--- config.mk ---
export PLATFORM = sky130hd
export DESIGN_NAME = stdp_synapse_array_flat
export DESIGN_NICKNAME = d
export VERILOG_FILES = /design/src/rtl/stdp_synapse_array_if.sv /design/src/rtl/stdp_synapse_array.sv /design/src/flat_wrapper.sv
export SDC_FILE = /design/constraint.sdc
export NUM_CORES = 1
export LEC_CHECK = 0
export CAP_MARGIN = 10
export CORE_AREA = 3 3 159 161
export DETAILED_ROUTE_END_ITERATION = 10
export DIE_AREA = 0 0 162 164
export GPL_TIMING_DRIVEN = 0
export PLACE_DENSITY = 0.75
export SKIP_LAST_GASP = 1
export SLEW_MARGIN = 15
export SYNTH_ARGS = -nofsm -noshare
export SYNTH_HDL_FRONTEND = slang
export SYNTH_SLANG_ARGS = --single-unit
export TNS_END_PERCENT = 30
--- constraint.sdc ---
create_clock -name clock -period 9.9 [get_ports clock]
set_input_delay 1.98 -clock clock [delete_from_list [all_inputs] [get_ports clock]]
set_output_delay 1.98 -clock clock [all_outputs]
set_load 0.01 [all_outputs]
--- src/rtl/stdp_synapse_array_if.sv ---
// Signal bundle for the STDP synapse array: learning controls, spike inputs, weight read port
// and scan status. The master side drives the neuron/learning inputs; the slave side is the array.
interface stdp_synapse_array_if #(
  parameter int unsigned N_PRE   = 16,
  parameter int unsigned WIN     = 8,
  parameter int unsigned W_WIDTH = 4
);
  localparam int unsigned AW = $clog2(N_PRE);
  localparam int unsigned DW = $clog2(WIN) + 1;

  logic                 write;
  logic [N_PRE-1:0]     pre_spike;
  logic                 post_spike;
  logic [AW-1:0]        rd_addr;
  logic [W_WIDTH-1:0]   rd_weight;
  logic                 busy;
  logic                 update_done;
  logic signed [DW-1:0] dt_last;

  modport master (
    output write, pre_spike, post_spike, rd_addr,
    input  rd_weight, busy, update_done, dt_last
  );

  modport slave (
    input  write, pre_spike, post_spike, rd_addr,
    output rd_weight, busy, update_done, dt_last
  );
endinterface

--- src/rtl/stdp_synapse_array.sv ---
// STDP learning engine for one postsynaptic neuron: per-channel spike history, and on each
// postsynaptic spike a one-synapse-per-cycle scan applying saturating LTP/LTD to the weights.
module stdp_synapse_array #(
  parameter int unsigned N_PRE    = 16,
  parameter int unsigned WIN      = 8,
  parameter int unsigned W_WIDTH  = 4,
  parameter int unsigned W_INIT   = 8,
  parameter int unsigned LTP_STEP = 1,
  parameter int unsigned LTD_STEP = 1
) (
  input logic                clock,
  input logic                reset,
  stdp_synapse_array_if.slave bus
);
  localparam int unsigned AW = $clog2(N_PRE);
  localparam int unsigned AB = $clog2(WIN);
  localparam int unsigned DW = AB + 1;
  localparam int unsigned CW = W_WIDTH + 2;
  localparam logic [W_WIDTH-1:0] WMax = '1;

  typedef enum logic [1:0] {StIdle, StScan, StDone} state_e;

  state_e               state_q;
  logic                 pending_q;
  logic [AW-1:0]        idx_q;
  logic                 busy_q;
  logic                 update_done_q;
  logic signed [DW-1:0] dt_last_q;

  // History keeps only ages 1..WIN-1; age 0 is the live pre_spike input.
  logic [WIN-2:0]       hist_q   [N_PRE];
  logic [WIN-1:0]       cur      [N_PRE];
  logic [WIN-1:0]       snap_q   [N_PRE];
  logic [W_WIDTH-1:0]   weight_q [N_PRE];

  logic                 trigger;
  logic [WIN-1:0]       snap_sel;
  logic                 hit;
  logic [AB-1:0]        age;
  logic signed [CW-1:0] w_ext;
  logic signed [CW-1:0] sum;
  logic [W_WIDTH-1:0]   w_new;
  logic signed [DW-1:0] dt_new;
  logic [W_WIDTH-1:0]   rd_weight_c;

  assign trigger = bus.post_spike & bus.write;

  always_comb begin
    for (int i = 0; i < N_PRE; i++) begin
      cur[i] = {hist_q[i], bus.pre_spike[i]};
    end
  end

  always_ff @(posedge clock or posedge reset) begin
    if (reset) begin
      for (int i = 0; i < N_PRE; i++) hist_q[i] <= '0;
    end else begin
      for (int i = 0; i < N_PRE; i++) hist_q[i] <= cur[i][WIN-2:0];
    end
  end

  // Youngest pre spike in the snapshot of the synapse currently being scanned.
  always_comb begin
    snap_sel = snap_q[idx_q];
    hit      = 1'b0;
    age      = '0;
    for (int j = WIN - 1; j >= 0; j--) begin
      if (snap_sel[j]) begin
        hit = 1'b1;
        age = AB'(j);
      end
    end
  end

  always_comb begin
    w_ext = $signed({2'b00, weight_q[idx_q]});
    if (hit) begin
      if ({1'b0, age} < DW'(WIN / 2)) sum = w_ext + $signed(CW'(2 * LTP_STEP));
      else                            sum = w_ext + $signed(CW'(LTP_STEP));
    end else begin
      sum = w_ext - $signed(CW'(LTD_STEP));
    end
    if (sum[CW-1])                         w_new = '0;
    else if (sum > $signed({2'b00, WMax})) w_new = WMax;
    else                                   w_new = sum[W_WIDTH-1:0];
    dt_new = hit ? $signed({1'b0, age}) : '1;
  end

  always_ff @(posedge clock or posedge reset) begin
    if (reset) begin
      state_q       <= StIdle;
      pending_q     <= 1'b0;
      idx_q         <= '0;
      busy_q        <= 1'b0;
      update_done_q <= 1'b0;
      dt_last_q     <= '0;
      for (int i = 0; i < N_PRE; i++) begin
        snap_q[i]   <= '0;
        weight_q[i] <= W_WIDTH'(W_INIT);
      end
    end else begin
      update_done_q <= 1'b0;
      case (state_q)
        StIdle: begin
          if (trigger) begin
            for (int i = 0; i < N_PRE; i++) snap_q[i] <= cur[i];
            idx_q   <= '0;
            busy_q  <= 1'b1;
            state_q <= StScan;
          end
        end
        StScan: begin
          weight_q[idx_q] <= w_new;
          dt_last_q       <= dt_new;
          if (trigger) pending_q <= 1'b1;
          if (idx_q == AW'(N_PRE - 1)) begin
            update_done_q <= 1'b1;
            state_q       <= StDone;
          end else begin
            idx_q <= idx_q + 1'b1;
          end
        end
        StDone: begin
          // A spike arriving in DONE is serviced by the same restart as an older pending one.
          if (pending_q || trigger) begin
            for (int i = 0; i < N_PRE; i++) snap_q[i] <= cur[i];
            pending_q <= 1'b0;
            idx_q     <= '0;
            state_q   <= StScan;
          end else begin
            busy_q  <= 1'b0;
            state_q <= StIdle;
          end
        end
        default: begin
          busy_q  <= 1'b0;
          state_q <= StIdle;
        end
      endcase
    end
  end

  always_comb begin
    rd_weight_c = '0;
    for (int i = 0; i < N_PRE; i++) begin
      if (bus.rd_addr == AW'(i)) rd_weight_c = weight_q[i];
    end
  end

  assign bus.rd_weight   = rd_weight_c;
  assign bus.busy        = busy_q;
  assign bus.update_done = update_done_q;
  assign bus.dt_last     = dt_last_q;
endmodule

--- src/flat_wrapper.sv ---
// flat-port wrapper written by rule: the top's interface ports become plain ports
module stdp_synapse_array_flat 
#(
  parameter int unsigned N_PRE    = 16,
  parameter int unsigned WIN      = 8,
  parameter int unsigned W_WIDTH  = 4,
  parameter int unsigned W_INIT   = 8,
  parameter int unsigned LTP_STEP = 1,
  parameter int unsigned LTD_STEP = 1
)
  (clock, reset, bus_write, bus_pre_spike, bus_post_spike, bus_rd_addr, bus_rd_weight, bus_busy, bus_update_done, bus_dt_last);
  stdp_synapse_array_if #(.N_PRE(N_PRE), .WIN(WIN), .W_WIDTH(W_WIDTH)) bus_i ();
  input logic clock;
  input logic reset;
  input wire logic [$bits(bus_i.write)-1:0] bus_write;
  input wire logic [$bits(bus_i.pre_spike)-1:0] bus_pre_spike;
  input wire logic [$bits(bus_i.post_spike)-1:0] bus_post_spike;
  input wire logic [$bits(bus_i.rd_addr)-1:0] bus_rd_addr;
  output wire logic [$bits(bus_i.rd_weight)-1:0] bus_rd_weight;
  output wire logic [$bits(bus_i.busy)-1:0] bus_busy;
  output wire logic [$bits(bus_i.update_done)-1:0] bus_update_done;
  output wire logic [$bits(bus_i.dt_last)-1:0] bus_dt_last;
  assign bus_i.write = bus_write;
  assign bus_i.pre_spike = bus_pre_spike;
  assign bus_i.post_spike = bus_post_spike;
  assign bus_i.rd_addr = bus_rd_addr;
  assign bus_rd_weight = bus_i.rd_weight;
  assign bus_busy = bus_i.busy;
  assign bus_update_done = bus_i.update_done;
  assign bus_dt_last = bus_i.dt_last;
  stdp_synapse_array #(.N_PRE(N_PRE), .WIN(WIN), .W_WIDTH(W_WIDTH), .W_INIT(W_INIT), .LTP_STEP(LTP_STEP), .LTD_STEP(LTD_STEP)) u_core (.clock(clock), .reset(reset), .bus(bus_i));
endmodule
==> impl_metrics.json, run 1 <==
{
  "multiInputGateArea_um2": 4970,
  "netlist_instances": 930,
  "placed_cells": 1294,
  "hold_violations": 0,
  "crit_required_ns": 7.92,
  "hold_buffers": 0,
  "met1_usage_pct": 28.2,
  "drtIter0Drc": 635,
  "clock-sinks": 317,
  "cp.depth": 8,
  "ys.flop_type": "dfrtp_1",
  "post-route-drc-count": 0,
  "setup_slack_ns": 3.19,
  "path_buf_inv": 4,
  "critPathKind": "in2out",
  "ios": 34,
  "setup_violations": 0,
  "rr_startpoint": "u_core.idx_q[1]",
  "num_antenna_cells": 0,
  "place.gp.congestion": 0.855,
  "drv_slew": 0,
  "finalCriticalPeriod_ns": 6.71,
  "clock_skew_ns": 0.0262,
  "detailroute.via_count": 7844,
  "dieHeight_um": 164,
  "max_slew_margin_pct": 46.7,
  "final.period_utilization_pct": 67.8,
  "grt_pass1_wl_um": 44800,
  "num_rows": 57,
  "fin_nets": 1044,
  "dr.pass1.iters": 6,
  "initial_core_util_pct": 55.2,
  "die_area_um2": 26600,
  "die_x_um": 162,
  "synth_nets": 968,
  "coreArea_um2": 24100,
  "clkTransAtPathRegs_ns": 0.06,
  "rsz0062_at_grt": "false",
  "grt_use_met3_pct": 3.46,
  "crit_top_cell": "clkbuf_1",
  "grt_pass1_vias": 8256,
  "wl_um": 27700,
  "power_w": 0.00482,
  "grt_antenna_before_repair": 0,
  "ys_warn_count": 0,
  "area_growth_syn_to_layout_pct": 15.6,
  "ctsResizeCount": 0,
  "ant_nets": 0,
  "syn_area_per_cell_um2": 14.3,
  "async_flop_share_pct": 100,
  "end_kind": "primary output",
  "cts_buffers": 34,
  "p_leak_nw": 6.41,
  "layout-drive-gt1-share_pct": 27.1,
  "instances_no_fill": 1354,
  "vdd_drop_max_mv": 0.221,
  "clk_path_buf_depth": 3,
  "start_kind": "primary input",
  "hpwlAfterDp_um": 19100,
  "synth-edff-count": 0,
  "fill_cells": 1765,
  "crit_path_cell_trace": "clkbuf_1 -> buf_1 -> clkbuf_1 -> mux2i_1 -> o211ai_1 -> o21ai_0 -> o31ai_1 -> clkdlybuf4s50_1",
  "grt_max_degree": 38,
  "htree_levels": 2,
  "cts_tree": "built",
  "clock-root-buffer": "clkbuf_16",
  "synth_cell_types": 56,
  "pre_cts_ws_ns": 3.17,
  "synth.cell_area_um2": 13300,
  "slowest_stage": "buf_1",
  "crit_start": "bus_rd_addr[0]",
  "path_max_fanout": 10,
  "ys_seq_area_share_pct": 59.8,
  "worst_pin_slew_ns": 0.800,
  "max_freq_mhz": 149,
  "status": "complete, no violations",
  "min_path_cells": 0,
  "grt_most_used_layer": "met2",
  "met2_usage_pct": 37.6,
  "insertion_delay_ns": 0.52,
  "cap_violations": 0,
  "regArea_um2": 7950,
  "hold_class": "reg2reg",
  "ys_seq_elements": 317,
  "ff2ff_path_depth": 13,
  "min_from": "u_core.cur[116]",
  "grtUsageTotal_pct": 21.7,
  "viasPerCell": 5.79,
  "post_cts_buffers": 0,
  "cpPeakStageDelay_ns": 0.61,
  "power.density_nw_per_um2": 313,
  "crit_family": "buffers and inverters",
  "worstPathArrival_ns": 4.73,
  "wire_per_inst_um": 20.5,
  "fin_tns_setup_ns": 0,
  "gr-total-overflow": 0,
  "numPortBuffers": 30,
  "final_core_util_pct": 63.8
}
==> final cells by class <==
class                      instances  area share (%)
tap                              324            2.64
sequential                       317            51.7
buffer                            52            2.15
inverter                          13           0.342
clock buffer                      50            6.45
multi-input combinational        548            32.3
clock inverter                    10            1.01
timing repair buffer              40            3.35
==> worst register-to-register path: cells and delay by family (launching register included) <==
kind | cells | cell delay (ns)
AO/OA/AOI/OAI | 2 | 0.43
XOR/XNOR | 1 | 0.15
adder cells (fa/ha/maj) | 1 | 0.26
buffers and inverters | 6 | 1.98
flip-flops | 1 | 0.41
multiplexers | 3 | 1.08
==> cell usage after synthesis, drive strengths merged, types with 3 or more instances <==
master  instances  area, um^2
dfrtp         301        7530
mux2          131        1480
nand2         111         417
o21ai          74         378
mux4           62        1520
nor2           42         160
clkbuf         31         116
a21oi          23         153
nand3          22         110
buf            21         214
dfstp          16         420
ha             14         175
inv            12        45.0
nor3           11        66.3
a22oi           8        60.1
a22o            6        52.6
mux2i           6        60.1
nor2b           4        25.0
a211oi          3        40.0
nand4           3        40.0
o22ai           3        18.8
xnor2           3        26.3
==> kinds of logic (layout without fill, tap and decap cells) <==
kind of cell	Yosys count	in the layout	share of synthesized area [%]
fa+ha+maj	14	14	1.32
xor+xnor	3	3	0.198
flops	317	317	59.8
mux	199	199	23.0
simple gates	202	202	6.75
compound gates	130	130	6.10
buf+inv	65	165	2.85
==> report_power, final <==
group / switching (W) / total (W) / internal, W
logic: 0.000859 / 0.00168 / 0.000825
clock network: 0.000508 / 0.00129 / 0.000778
registers: 0.000190 / 0.00185 / 0.00166
==> final timing paths <==
check | to | slack, ns
setup / recovery | bus_rd_weight[2] | 3.19
hold / removal | u_core.cur[117] | 0.36
setup reg to reg | u_core.weight_q[49] | 5.45
hold reg to reg | u_core.cur[117] | 0.36
max in group asynchronous | u_core.cur[116] | 7.21
min in group asynchronous | u_core.weight_q[29] | 1.74
==> layout by cell type, fill, tap and decap left out, types with 5 or more instances in the layout <==
cell,netlist,routed
a21oi_1,13,13
a21oi_2,10,10
a22o_1,6,6
a22oi_1,8,8
buf_12,4,12
buf_2,5,5
buf_6,5,5
clkbuf_1,31,39
clkbuf_16,0,34
clkbuf_8,0,8
clkdlybuf4s50_1,0,30
dfrtp_1,301,301
dfstp_2,16,16
ha_1,14,14
inv_1,12,11
mux2_2,131,131
mux2i_1,6,6
mux4_1,34,34
mux4_2,28,28
nand2_1,111,111
nand3_1,22,22
nor2_1,41,41
nor3_1,10,10
o21ai_0,52,52
o21ai_1,20,20
==> metrics by stage <==
| step | cell area, um^2 | hold slack (ns) |
|---|---|---|
| floorplan | 13300 | 0.349 |
| global placement | 14000 | 0.351 |
| detailed placement | 14200 | 0.355 |
| CTS | 15400 | 0.366 |
| global route | 15400 | 0.374 |
| finish | 15400 | 0.363 |
==> state kept, by name, summed over array words and instances (netlist names) <==
signal,cells
u_core.bus.busy,1
u_core.cur,112
u_core.weight_q,64
u_core.pending_q,1
u_core.bus.update_done,1
u_core.snap_q,128
u_core.idx_q,4
u_core.state_q,2
u_core.bus.dt_last,4
==> metal layers <==
layer / vias up / share of wire (%)
met2: 229 / 51
met3: 62 / 4.9
met5: - / 0
li1: 3533 / -
met1: 4020 / 41
met4: 0 / 3.0
Power figures use the tool's default switching activity.
==> run 2: changes to the inputs <==
Clock period 9.9 ns to 5.4 ns, I/O delays scaled along.
==> results of run 2 <==
Same layout as run 1 (identical final DEF). Status: complete, no violations.
Among the figures that moved: setup slack after placement 3.17 ns -> 0.470 ns; setup slack after layout 3.19 ns -> 0.489 ns; register-to-register setup slack 5.45 ns -> 0.95 ns; total power 0.00482 W -> 0.00883 W; worst IR drop on VDD 0.221 mV -> 0.404 mV
